`config.mk`:
```
export PLATFORM = sky130hd
export DESIGN_NAME = rvmmio_bus
export DESIGN_NICKNAME = d
export VERILOG_FILES = /design/src/rtl/rvmmio_bus.sv
export SDC_FILE = /design/constraint.sdc
export NUM_CORES = 1
export LEC_CHECK = 0
export BUFFER_PORTS_ARGS = -buffer_cell sky130_fd_sc_hd__buf_2
export CORE_MARGIN = 2
export CORE_UTILIZATION = 50
export DETAILED_ROUTE_END_ITERATION = 8
export PLACE_DENSITY = 0.76
export REMOVE_ABC_BUFFERS = 1
export SLEW_MARGIN = 30
export SYNTH_ARGS = -nofsm -noshare
export SYNTH_HDL_FRONTEND = slang
export SYNTH_SLANG_ARGS = --single-unit
```
`constraint.sdc`:
```
create_clock -name clk -period 4.5 [get_ports clk]
set_input_delay 0.9 -clock clk [delete_from_list [all_inputs] [get_ports clk]]
set_output_delay 0.9 -clock clk [all_outputs]
set_load 0.05 [all_outputs]
```
`src/rtl/rvmmio_bus.sv`:
```
// Data-side interconnect: RAM passthrough, FIFO-buffered 8N1 UART TX and optional 64-bit timer.
// Define RVMMIO_TIMER_EN to build the cycle timer; otherwise TIMER reads return 0.
module rvmmio_bus #(
    parameter int FIFO_DEPTH = 16,
    parameter int CLK_DIV    = 434
) (
    input  logic        clk,
    input  logic        rst_n,
    input  logic        dmem_en,
    input  logic [31:0] dmem_addr,
    input  logic [31:0] dmem_d,
    input  logic [3:0]  dmem_we,
    output logic [31:0] dmem_q,
    output logic        ram_en,
    output logic [31:0] ram_addr,
    output logic [31:0] ram_d,
    output logic [3:0]  ram_we,
    input  logic [31:0] ram_q,
    output logic        uart_tx
);
    localparam int AW = $clog2(FIFO_DEPTH);
    localparam int DW = $clog2(CLK_DIV);
    localparam logic [AW:0]   DEPTH_L  = (AW + 1)'(FIFO_DEPTH);
    localparam logic [DW-1:0] DIV_LAST = DW'(CLK_DIV - 1);

    typedef enum logic [1:0] {SEL_NONE, SEL_RAM, SEL_MMIO} sel_t;
    typedef enum logic [1:0] {ST_IDLE, ST_START, ST_DATA, ST_STOP} state_t;

    logic        w_sel_ram, w_sel_mmio, w_is_rd;
    logic [1:0]  w_off;
    logic        w_push_req, w_push_ok, w_pop, w_ovf_clr;
    logic        w_full, w_empty, w_busy;
    logic [7:0]  w_head, w_level8;
    logic [31:0] w_status, w_timer_lo, w_timer_hi, w_mmio_rdata;

    assign w_sel_ram  = (dmem_addr[31:28] == 4'h0);
    assign w_sel_mmio = (dmem_addr[31:28] == 4'h1);
    assign w_off      = dmem_addr[3:2];
    assign w_is_rd    = (dmem_we == 4'h0);

    assign ram_en   = dmem_en & w_sel_ram;
    assign ram_addr = dmem_addr;
    assign ram_d    = dmem_d;
    assign ram_we   = w_sel_ram ? dmem_we : 4'h0;

    // ---------------- TX FIFO ----------------
    logic [7:0]    r_fifo_mem [FIFO_DEPTH];
    logic [AW-1:0] r_wptr, r_rptr;
    logic [AW:0]   r_level;
    logic          r_ovf;

    assign w_full     = (r_level == DEPTH_L);
    assign w_empty    = (r_level == '0);
    assign w_push_req = dmem_en & w_sel_mmio & (w_off == 2'd0) & dmem_we[0];
    // A pop in the same cycle frees a slot, so a full FIFO still accepts the push.
    assign w_push_ok  = w_push_req & (~w_full | w_pop);
    assign w_ovf_clr  = dmem_en & w_sel_mmio & (w_off == 2'd1) & dmem_we[0] & dmem_d[3];
    assign w_head     = r_fifo_mem[r_rptr];
    assign w_level8   = 8'(r_level);

    always_ff @(posedge clk) begin
        if (w_push_ok) begin
            r_fifo_mem[r_wptr] <= dmem_d[7:0];
        end
    end

    always_ff @(posedge clk or negedge rst_n) begin
        if (!rst_n) begin
            r_wptr  <= '0;
            r_rptr  <= '0;
            r_level <= '0;
            r_ovf   <= 1'b0;
        end else begin
            if (w_push_ok) r_wptr <= r_wptr + 1'b1;
            if (w_pop)     r_rptr <= r_rptr + 1'b1;
            case ({w_push_ok, w_pop})
                2'b10:   r_level <= r_level + 1'b1;
                2'b01:   r_level <= r_level - 1'b1;
                default: r_level <= r_level;
            endcase
            if (w_push_req & ~w_push_ok) r_ovf <= 1'b1;
            else if (w_ovf_clr)          r_ovf <= 1'b0;
        end
    end

    // ---------------- Transmitter ----------------
    state_t        r_state, w_state_next;
    logic [DW-1:0] r_div, w_div_next;
    logic [2:0]    r_bit, w_bit_next;
    logic [7:0]    r_shift, w_shift_next;
    logic          r_tx, w_tx_next;

    assign w_busy  = (r_state != ST_IDLE);
    assign uart_tx = r_tx;

    always_ff @(posedge clk or negedge rst_n) begin
        if (!rst_n) begin
            r_state <= ST_IDLE;
            r_div   <= '0;
            r_bit   <= '0;
            r_shift <= '0;
            r_tx    <= 1'b1;
        end else begin
            r_state <= w_state_next;
            r_div   <= w_div_next;
            r_bit   <= w_bit_next;
            r_shift <= w_shift_next;
            r_tx    <= w_tx_next;
        end
    end

    always_comb begin
        w_state_next = r_state;
        w_div_next   = r_div + 1'b1;
        w_bit_next   = r_bit;
        w_shift_next = r_shift;
        w_pop        = 1'b0;
        // The line is driven from the previous state, one cycle behind the FSM.
        case (r_state)
            ST_START: w_tx_next = 1'b0;
            ST_DATA:  w_tx_next = r_shift[0];
            default:  w_tx_next = 1'b1;
        endcase
        case (r_state)
            ST_IDLE: begin
                w_div_next = '0;
                if (!w_empty) begin
                    w_pop        = 1'b1;
                    w_shift_next = w_head;
                    w_state_next = ST_START;
                end
            end
            ST_START: begin
                if (r_div == DIV_LAST) begin
                    w_div_next   = '0;
                    w_bit_next   = '0;
                    w_state_next = ST_DATA;
                end
            end
            ST_DATA: begin
                if (r_div == DIV_LAST) begin
                    w_div_next   = '0;
                    w_shift_next = {1'b0, r_shift[7:1]};
                    if (r_bit == 3'd7) w_state_next = ST_STOP;
                    else               w_bit_next   = r_bit + 1'b1;
                end
            end
            ST_STOP: begin
                if (r_div == DIV_LAST) begin
                    w_div_next = '0;
                    if (!w_empty) begin
                        w_pop        = 1'b1;
                        w_shift_next = w_head;
                        w_state_next = ST_START;
                    end else begin
                        w_state_next = ST_IDLE;
                    end
                end
            end
            default: w_state_next = ST_IDLE;
        endcase
    end

    // ---------------- Timer ----------------
`ifdef RVMMIO_TIMER_EN
    logic [63:0] r_timer;
    logic [31:0] r_tmr_shadow;

    always_ff @(posedge clk or negedge rst_n) begin
        if (!rst_n) begin
            r_timer      <= '0;
            r_tmr_shadow <= '0;
        end else begin
            r_timer <= r_timer + 64'd1;
            // Latching hi on the lo read makes a lo-then-hi pair coherent.
            if (dmem_en & w_sel_mmio & w_is_rd & (w_off == 2'd2)) begin
                r_tmr_shadow <= r_timer[63:32];
            end
        end
    end

    assign w_timer_lo = r_timer[31:0];
    assign w_timer_hi = r_tmr_shadow;
`else
    assign w_timer_lo = 32'd0;
    assign w_timer_hi = 32'd0;
`endif

    // ---------------- Read return ----------------
    sel_t        r_sel;
    logic [31:0] r_mmio_q;

    assign w_status = {16'd0, w_level8, 4'd0, r_ovf, w_busy, w_empty, w_full};

    always_comb begin
        case (w_off)
            2'd1:    w_mmio_rdata = w_status;
            2'd2:    w_mmio_rdata = w_timer_lo;
            2'd3:    w_mmio_rdata = w_timer_hi;
            default: w_mmio_rdata = 32'd0;
        endcase
    end

    always_ff @(posedge clk or negedge rst_n) begin
        if (!rst_n) begin
            r_sel    <= SEL_NONE;
            r_mmio_q <= '0;
        end else begin
            if (dmem_en & w_is_rd & w_sel_ram)       r_sel <= SEL_RAM;
            else if (dmem_en & w_is_rd & w_sel_mmio) r_sel <= SEL_MMIO;
            else                                     r_sel <= SEL_NONE;
            if (dmem_en & w_is_rd & w_sel_mmio) r_mmio_q <= w_mmio_rdata;
        end
    end

    always_comb begin
        case (r_sel)
            SEL_RAM:  dmem_q = ram_q;
            SEL_MMIO: dmem_q = r_mmio_q;
            default:  dmem_q = 32'd0;
        endcase
    end
endmodule

```
Yosys cells after proc, flatten, opt, wreduce, memory -nomap -nowiden
Memory sizes are Yosys's and may differ from the RTL's.
Cells that the tools add are included.
{"block": "op_classes", "n_eq_ne": 18, "mux": 31, "n_addsub": 6, "reduce_logical": 14, "n_bitwise": 15}
{"operator": "case mux 32 bit (2 select lines)", "count": 1}
{"operator": "two-way mux 8 bit", "count": 3}
{"operator": "case mux 8 bit (3 select lines)", "count": 1}
{"operator": "case mux 9 bit (2 select lines)", "count": 1}
{"operator": "two-way mux 2 bit", "count": 7}
{"operator": "two-way mux 13 bit", "count": 1}
{"operator": "bitwise AND 1 bit", "count": 12}
{"operator": "inequality test 2 bit, second input constant", "count": 6}
{"operator": "case mux 5 bit (2 select lines)", "count": 1}
{"operator": "adder 9 x 1 -> 9 bit, second input constant", "count": 1}
{"operator": "== test 9 bit, second input constant", "count": 1}
{"operator": "two-way mux 3 bit", "count": 3}
{"operator": "two-way mux 9 bit", "count": 1}
{"operator": "adder 4 x 1 -> 4 bit, second input constant", "count": 2}
{"operator": "== test 2 x 1 -> 1 bit, second input constant", "count": 4}
{"operator": "== test 2 bit, second input constant", "count": 4}
{"operator": "logical NOT 4 bit", "count": 2}
{"operator": "case mux 2 bit (4 select lines)", "count": 1}
{"operator": "nonzero test 2 bit", "count": 4}
{"operator": "two-way mux 1 bit", "count": 7}
{"operator": "case mux 3 bit (2 select lines)", "count": 1}
{"operator": "adder 5 x 1 -> 5 bit, second input constant", "count": 1}
{"operator": "== test 5 bit, second input constant", "count": 1}
{"operator": "logical NOT 5 bit", "count": 1}
{"operator": "other kinds (14)", "count": 17}
{"block": "word_totals", "register_bits": 71, "elab_cells": 96, "inputBits": 103, "memories": 1, "mem_bits_rw": 128, "out_inout_bits": 102}
{"memory": "r_fifo_mem", "depth": 16, "word_bits": 8, "rd": 1, "rd_ports_with_merged_regs": 0, "write_ports": 1, "line_no": "47", "source": "logic [7:0] r_fifo_mem [FIFO_DEPTH];"}

Longest topological paths before layout
Gate-level depths: netlist of the first run.
{"block": "depth", "depth_word": 9, "depth_mapped": 17}

Least setup slack after synthesis of the first run
No wires, ideal clock.
{"block": "synth_path", "path_kind": "input to register", "start": "in dmem_addr[29]", "end": "reg r_level[4]", "t_arrival_ns": 3.111, "required_time_ns": 4.420, "path_stages": 12, "setup_slack_ns": 1.310, "n_path_buf": 0, "setup_time_ns": 0.080, "path_cell_list": "nor3_1 -> nand4_1 -> nor3_2 -> and2_4 -> inv_1 -> ha_1 -> ha_1 -> nor2b_1 -> o21ai_0 -> a21oi_1 -> nor3_1 -> xnor2_1"}
{"block": "synth_via", "elab_chain_cells": 7, "elab_cells_between_ends": 9, "cone_classes": "eq/ne: 3; mux: 1; bitwise: 4; reduce/logical: 1"}
{"element": "start, declared", "line_no": "10", "source": "input logic [31:0] dmem_addr,"}
{"element": "== test 4 x 1 -> 1 bit (*)", "line_no": "37", "source": "assign w_sel_mmio = (dmem_addr[31:28] == 4'h1);"}
{"element": "bitwise AND 1 bit (*) (3 in series)", "line_no": "54", "source": "assign w_push_req = dmem_en & w_sel_mmio & (w_off == 2'd0) & dmem_we[0];"}
{"element": "bitwise AND 1 bit (*)", "line_no": "56", "source": "assign w_push_ok = w_push_req & (~w_full | w_pop);"}
{"element": "== test 2 x 1 -> 1 bit / == test 2 bit (equally long branches)", "line_no": "76", "source": "case ({w_push_ok, w_pop})"}
{"element": "case mux 5 bit (2 select lines) / nonzero test 2 bit (equally long branches)"}
{"element": "end signal, assigned", "line_no": "77", "source": "2'b10: r_level <= r_level + 1'b1;"}
{"element": "end signal, assigned", "line_no": "78", "source": "2'b01: r_level <= r_level - 1'b1;"}
{"element": "end signal, assigned", "line_no": "79", "source": "default: r_level <= r_level;"}
{"element": "end, declared", "line_no": "49", "source": "logic [AW:0] r_level;"}
Mark *: on every way between the ends. The rest lies on a longest branch, timed or not.
A chain may end at the register's enable or synchronous reset.

Final worst setup path of the first run
{"block": "layout_path", "start": "reg r_div[0]", "end": "reg r_level[4]"}
{"block": "layout_via", "elab_chain_cells": 7, "elab_cells_between_ends": 9, "cone_classes": "eq/ne: 3; mux: 3; bitwise: 2; reduce/logical: 1"}
{"element": "start, declared", "line_no": "88", "source": "logic [DW-1:0] r_div, w_div_next;"}
{"element": "start signal, assigned", "line_no": "105", "source": "r_div <= w_div_next;"}
{"element": "== test 9 bit (*)", "line_no": "149", "source": "if (r_div == DIV_LAST) begin"}
{"element": "two-way mux 1 bit (*)", "line_no": "149"}
{"element": "case mux 1 bit (2 select lines) (*)", "line_no": "124", "source": "case (r_state)"}
{"element": "OR 1 bit", "line_no": "56"}
{"element": "bitwise AND 1 bit", "line_no": "56"}
{"element": "== test 2 x 1 -> 1 bit / == test 2 bit (equally long branches)", "line_no": "76"}
{"element": "case mux 5 bit (2 select lines) / nonzero test 2 bit (equally long branches)"}
Marks and branches as above.

==> flow_summary.toml, run 1 <==
[status]
outcome = "completed"

[cts]
worst_skew_pair.late_latency_ns = 0.42
numCtsBuffers = 17
cts-hold-fix-buffers = 0
cts_num_sinks = 176
cts-htree-levels = 4
post_cts_resized = 0
postCtsSetupRepairBufs = 0
clk_pin_slew_ns = 0.06
cts_tree = "built"
cts_buffer_depth = 2
clock-root-buffer = "sky130_fd_sc_hd__clkbuf_16"

[layout]
final_nets = 741
multi_input_comb_area_um2 = 2440
antenna_cells = 0
register_cell_area_after_layout_um2 = 5050
flow.area_growth_from_synthesis_pct = 10.4
final_layout_size_suffix_gt1_share_pct = 29.9
num-fill-cells = 1253
final_area_um2 = 9010

[synthesis]
netlist.area_leader.share_pct = 47.1
synth_largest_area_cell = "sky130_fd_sc_hd__edfxtp_1"
synth_cell_type_count = 47
synth_edf_count = 128
post_synth.cell_area_avg_um2 = 14.1
fraction_of_registers_with_async_set_or_reset_after_synthesis_pct = 27.3
synth_seq_area_share_pct = 61.8
synth.cell_area_um2 = 8160
synth.area.top_cells = "sky130_fd_sc_hd__edfxtp_1 (47%), sky130_fd_sc_hd__dfrtp_1 (14%), sky130_fd_sc_hd__mux4_2 (8.8%), sky130_fd_sc_hd__buf_4 (6.1%), sky130_fd_sc_hd__ha_1 (3.2%)"
synth_cells = 577
synth_ff_type = "sky130_fd_sc_hd__edfxtp_1"
synth_seq_cells = 176
post-synth-top-count-cell = "sky130_fd_sc_hd__edfxtp_1"
netlist_top_cells_count = "sky130_fd_sc_hd__edfxtp_1 (128), sky130_fd_sc_hd__buf_4 (66), sky130_fd_sc_hd__dfrtp_1 (47)"
yosysWarningCount = 0

[drt]
antenna_violating_nets_post_route = 0
initialDrtViolationCount = 380
route.detailed.vias_per_inst = 5.72
drt_wl_total_um = 18500
detailroute.via_count = 4830
route.detailed.drc = 0
drt-pass1-iter-count = 4
avgRoutedWirePerCell_um = 21.9

[placement]
gpl.final_weighted_congestion = 0.969
io_buffer_count = 104
hpwlAfterDp_um = 12800
placement.cell_area_um2 = 8390

[worst_setup_path]
crit_type = "reg -> reg"
cp_data_required_time_ns = 4.84
worst_path_max_delay_cell = "sky130_fd_sc_hd__dfrtp_1"
slowest_delay_ns = 0.41
ff2ff_setup_slack_ns = 1.16
path_max_fanout = 10
cp_cell_sequence = "ha_1 -> and4b_1 -> a21o_1 -> a211o_4 -> and2_4 -> inv_1 -> ha_1 -> inv_1 -> fa_1 -> nor2b_1 -> o21ai_0 -> and3_1 -> nor3_1 -> xnor2_1"
cp.arrival_ns = 3.68
cp-end-kind = "register"
worstSetupStartpointType = "register"

[sta]
setup_total_negative_slack_ns = 0
grt_setup_unrepaired = "false"
final_hold_viol_count = 0
timing.fmax_ghz = 0.299
slew_violations = 0
fin_skew_ns = 0.0125
worstMarginPinSlew_ns = 0.948
final.min_clock_period_ns = 3.34
timing.slew.headroom_pct = 36.8
final-setup-viol-count = 0
finalCritPeriodShare_pct = 74.3

[global_routing]
grt_start_max_net_pins = 49
track_usage_pct = 21.9
grt_first_pass_wirelength_um = 28700
initial_antenna_violation_count = 0
globalRoute.totalOverflow = 0
via_count_of_the_first_global_routing_pass = 4855

[pwr]
power.density_cell_area_nw_per_um2 = 384
vdd.ir_drop.worst_mv = 0.270
static-leakage-power_nw = 3.48

[floorplanning]
die-height_um = 132
ioPinCount = 205
design.die.area_um2 = 17400
core_um2 = 15900
initial_util_pct = 51.2
core.rowCount = 46
die_outline_width_um = 132

[run]
maxCapViolations = 0

[min_path]
worst_hold_path_type = "in -> async"
where the power goes:
part	internal (W)	leakage, nW	total (W)	switching (W)
clock	0.000936	0.295	0.00154	0.000606
sequential	0.00175	1.75	0.00177	0.0000177
combinational	0.0000474	1.43	0.000141	0.0000941
total	0.00274	3.48	0.00346	0.000718
through the flow:
stage	cells	setup slack (ns)	utilization [%]	total power (W)	hold slack [ns]
CTS	845	1.14	56.5	0.00348	0.486
detailed placement	813	0.837	52.6	0.00195	0.474
global route	845	0.841	56.5	0.00356	0.521
floorplan	487	1.31	-	0.00185	0.450
global placement	813	0.951	52.6	0.00194	0.465
finish	845	1.16	56.5	0.00346	0.482
routing by layer:
metal	share of wire (%)	up-vias	global-route usage (%)
met2	46	281	33.2
met5	0.72	-	6.67
li1	-	2136	-
met1	40	2379	27.5
met4	1.5	6	5.43
met3	12	28	11.6
worst max-delay path: cells and delay by family (launching register included):
family	cells	cell delay (ns)
flip-flops	1	0.41
AO/OA/AOI/OAI	3	0.83
buffers and inverters	2	0.15
XOR/XNOR	1	0.14
adder cells (fa/ha/maj)	3	0.81
AND/OR/NAND/NOR	5	0.92
registers in the layout, indices dropped and copies added, names as in the netlist:
name / cells
r_mmio_q: 9
r_ovf: 1
r_sel: 2
uart_tx: 1
r_rptr: 4
r_div: 9
r_level: 5
r_wptr: 4
r_bit: 3
r_state: 2
r_shift: 8
r_fifo_mem: 128
worst paths after layout:
| check | from | end | cells past startpoint |
|---|---|---|---|
| max reg2reg | r_div[0] | r_level[4] | 14 |
| max in group asynchronous | rst_n | r_rptr[0] | 1 |
| max | r_div[0] | r_level[4] | 14 |
| min reg2reg | r_div[0] | r_div[0] | 1 |
| min | rst_n | r_mmio_q[9] | 1 |
| min in group clk | r_div[0] | r_div[0] | 1 |
cell type report:
class | count | area share (%)
well taps | 216 | 3.00
flip-flops and latches | 176 | 56.1
clock buffers | 20 | 4.85
clock inverters | 12 | 2.01
multi-input cells | 295 | 27.1
repair buffers | 110 | 6.31
inverters | 16 | 0.667
cell usage in the layout (no fill, tap or decap), drive strengths merged, types with 8 or more instances in the layout:
| cell type | count |
|---|---|
| ha | 21 |
| and2 | 30 |
| nand3 | 8 |
| nor3 | 10 |
| buf | 110 |
| nor2 | 41 |
| xnor2 | 10 |
| nand2 | 24 |
| a21oi | 28 |
| mux4 | 32 |
| dfrtp | 47 |
| o21ai | 16 |
| clkbuf | 20 |
| edfxtp | 128 |
| a22oi | 25 |
| inv | 20 |
logic make-up (layout without fill, tap and decap cells):
logic type,after synthesis,after routing,share of synthesized area (%)
flops,176,176,61.8
simple gates,141,141,9.05
buf+inv,106,158,8.24
compound gates,81,81,6.32
mux,36,36,9.39
fa+ha+maj,22,22,3.47
xor+xnor,15,15,1.70
Power figures use the tool's default switching activity.
==> run 2: changes to the inputs <==
--- a/config.mk
+++ b/config.mk
@@ -7,7 +7,7 @@
 export LEC_CHECK = 0
 export BUFFER_PORTS_ARGS = -buffer_cell sky130_fd_sc_hd__buf_2
 export CORE_MARGIN = 2
-export CORE_UTILIZATION = 50
+export CORE_UTILIZATION = 48
 export DETAILED_ROUTE_END_ITERATION = 8
 export PLACE_DENSITY = 0.76
 export REMOVE_ABC_BUFFERS = 1
==> constraint.sdc (replaced) <==
create_clock -name clk -period 2.7 [get_ports clk]
set_input_delay 0.54 -clock clk [delete_from_list [all_inputs] [get_ports clk]]
set_output_delay 0.54 -clock clk [all_outputs]
set_load 0.05 [all_outputs]
==> flow_summary.toml, run 2 (synthesis gave the netlist of run 1 again) <==
[status]
outcome = "finished with violations"
violated_checks = "setup timing"

[sta]
fin_worst_hold_slack_ns = 0.159
final-setup-viol-count = 2
finalCritPeriodShare_pct = 104
slew_violations = 0
worstMarginPinSlew_ns = 0.813
final.min_clock_period_ns = 2.81
grt_setup_unrepaired = "true"
worst_slack_ns = -0.112
fin_skew_ns = 0.0123
final_hold_viol_count = 0
timing.slew.headroom_pct = 45.5
timing.fmax_ghz = 0.356

[drt]
drt-pass1-iter-count = 5
avgRoutedWirePerCell_um = 22.0
drt_wl_total_um = 20100
initialDrtViolationCount = 492
route.detailed.drc = 0
detailroute.via_count = 5098
antenna_violating_nets_post_route = 0
route.detailed.vias_per_inst = 5.59

[layout]
largest_register = "r_fifo_mem"
largest_register_ffs = 128
antenna_cells = 0
flow.area_growth_from_synthesis_pct = 17.0
most-common-layout-cells = "sky130_fd_sc_hd__edfxtp_1 (128), sky130_fd_sc_hd__buf_2 (104), sky130_fd_sc_hd__buf_4 (67), sky130_fd_sc_hd__dfrtp_1 (46), sky130_fd_sc_hd__nor2_1 (41)"
final_nets = 805
mostFrequentLayoutCell = "sky130_fd_sc_hd__edfxtp_1"
largest_registers = "r_fifo_mem (128), r_div (9), r_mmio_q (9)"
final_layout_size_suffix_gt1_share_pct = 38.6
final_area_um2 = 9550

[floorplanning]
core_um2 = 16600
design.die.area_um2 = 18100
core.rowCount = 47
initial_util_pct = 49.2
die-height_um = 134
ioPinCount = 205
die_outline_width_um = 134

[cts]
numCtsBuffers = 17
cts-hold-fix-buffers = 0
cts_tree = "built"
clk_pin_slew_ns = 0.07
cts_num_sinks = 176
cts_buffer_depth = 2
worst_skew_pair.late_latency_ns = 0.42
cts-htree-levels = 4
clock-root-buffer = "sky130_fd_sc_hd__clkbuf_16"

[placement]
hpwlAfterDp_um = 13900
placement.cell_area_um2 = 8830
gpl.final_weighted_congestion = 0.777
io_buffer_count = 104

[pwr]
share_of_power_burned_in_combinational_logic_pct = 5.2
totalPowerFinal_w = 0.00567
power.density_cell_area_nw_per_um2 = 594
p_clk_share_pct = 42.8
switching_share_pct = 22.1
net_switching_power_figure_w = 0.00125
intPower_w = 0.00441
vdd.ir_drop.worst_mv = 0.527
static-leakage-power_nw = 3.81
seq_power_share_pct = 52.0

[worst_setup_path]
cp_data_required_time_ns = 3.05
path_max_fanout = 4
crit_type = "reg -> reg"
worstSetupStartpointType = "register"
cp.arrival_ns = 3.16
cp-end-kind = "register"

[global_routing]
grt_start_max_net_pins = 36
globalRoute.totalOverflow = 0
initial_antenna_violation_count = 0
via_count_of_the_first_global_routing_pass = 5299
grt_first_pass_wirelength_um = 30900
track_usage_pct = 23.4

[run]
maxCapViolations = 0

[min_path]
worst_hold_path_type = "in -> async"
[run 2: path summary, 6_finish.rpt]
check | start | endpoint | slack [ns] | depth (start not counted)
setup reg to reg | r_div[1] | r_level[4] | -0.11 | 15
hold reg to reg | r_mmio_q[2] | r_mmio_q[2] | 0.48 | 1
setup / recovery | r_div[1] | r_level[4] | -0.11 | 15
max in group asynchronous | rst_n | r_state[1] | 1.82 | 2
min in group clk | dmem_en | r_sel[0] | 0.41 | 2
hold / removal | rst_n | r_div[7] | 0.16 | 1
[run 2: power groups by stage]
stage / clock, W / combinational, W / sequential, W
CTS: 0.00247 / 0.000282 / 0.00294
floorplan: 0 / 0.0000830 / 0.00300
global placement: 0 / 0.000257 / 0.00300
finish: 0.00243 / 0.000297 / 0.00295
detailed placement: 0 / 0.000275 / 0.00300
global route: 0.00258 / 0.000326 / 0.00295
[run 2: stage by stage]
step	worst slack, ns	instances	setup TNS, ns	util [%]
2_1_floorplan	-0.387	487	-0.495	-
3_3_place_gp	-0.235	872	-0.355	53.2
3_5_place_dp	-0.364	872	-0.660	53.2
4_1_cts	-0.128	910	-0.128	57.2
5_1_grt	-0.238	912	-0.430	57.6
6_report	-0.112	912	-0.154	57.6
[run 2: critical path, stage by stage (launching register included)]
cell and delay (ns):
sky130_fd_sc_hd__dfrtp_1 0.35, sky130_fd_sc_hd__inv_1 0.05, sky130_fd_sc_hd__ha_2 0.17, sky130_fd_sc_hd__and4b_1 0.20
sky130_fd_sc_hd__a21o_1 0.21, sky130_fd_sc_hd__a211o_4 0.33, sky130_fd_sc_hd__and2_4 0.17, sky130_fd_sc_hd__inv_4 0.05
sky130_fd_sc_hd__ha_4 0.15, sky130_fd_sc_hd__inv_2 0.05, sky130_fd_sc_hd__fa_2 0.34, sky130_fd_sc_hd__nor2b_2 0.13
sky130_fd_sc_hd__o21ai_2 0.08, sky130_fd_sc_hd__and3_4 0.16, sky130_fd_sc_hd__nor3_4 0.18, sky130_fd_sc_hd__xnor2_1 0.13
[run 2: layer usage]
metal / wire [µm] / track usage, % / vias up
met4: 258 / 6.08 / 2
met1: 7880 / 29.1 / 2503
met3: 2410 / 9.83 / 26
met5: 43 / 5.83 / -
li1: - / - / 2268
met2: 9470 / 37.3 / 299
[run 2: final cells by class]
| cell class | instances | area [µm²] |
|---|---|---|
| Multi-Input combinational cell | 295 | 2500 |
| Inverter | 16 | 62.6 |
| Clock inverter | 14 | 156 |
| Tap cell | 220 | 275 |
| Sequential cell | 176 | 5050 |
| Clock buffer | 17 | 425 |
| Fill cell | 1277 | 7040 |
| Timing Repair Buffer | 174 | 1070 |
[run 2: timing repair]
| action | 4_1_cts | 5_1_grt |
|---|---|---|
| setup buffers | 7 | 3 |
| setup endpoints to repair | 3 | 15 |
| pin swaps | 13 | 11 |
| gates cloned | 0 | 0 |
| endpoints found under the hold margin | 0 | 0 |
| gates resized for setup | 11 | 9 |
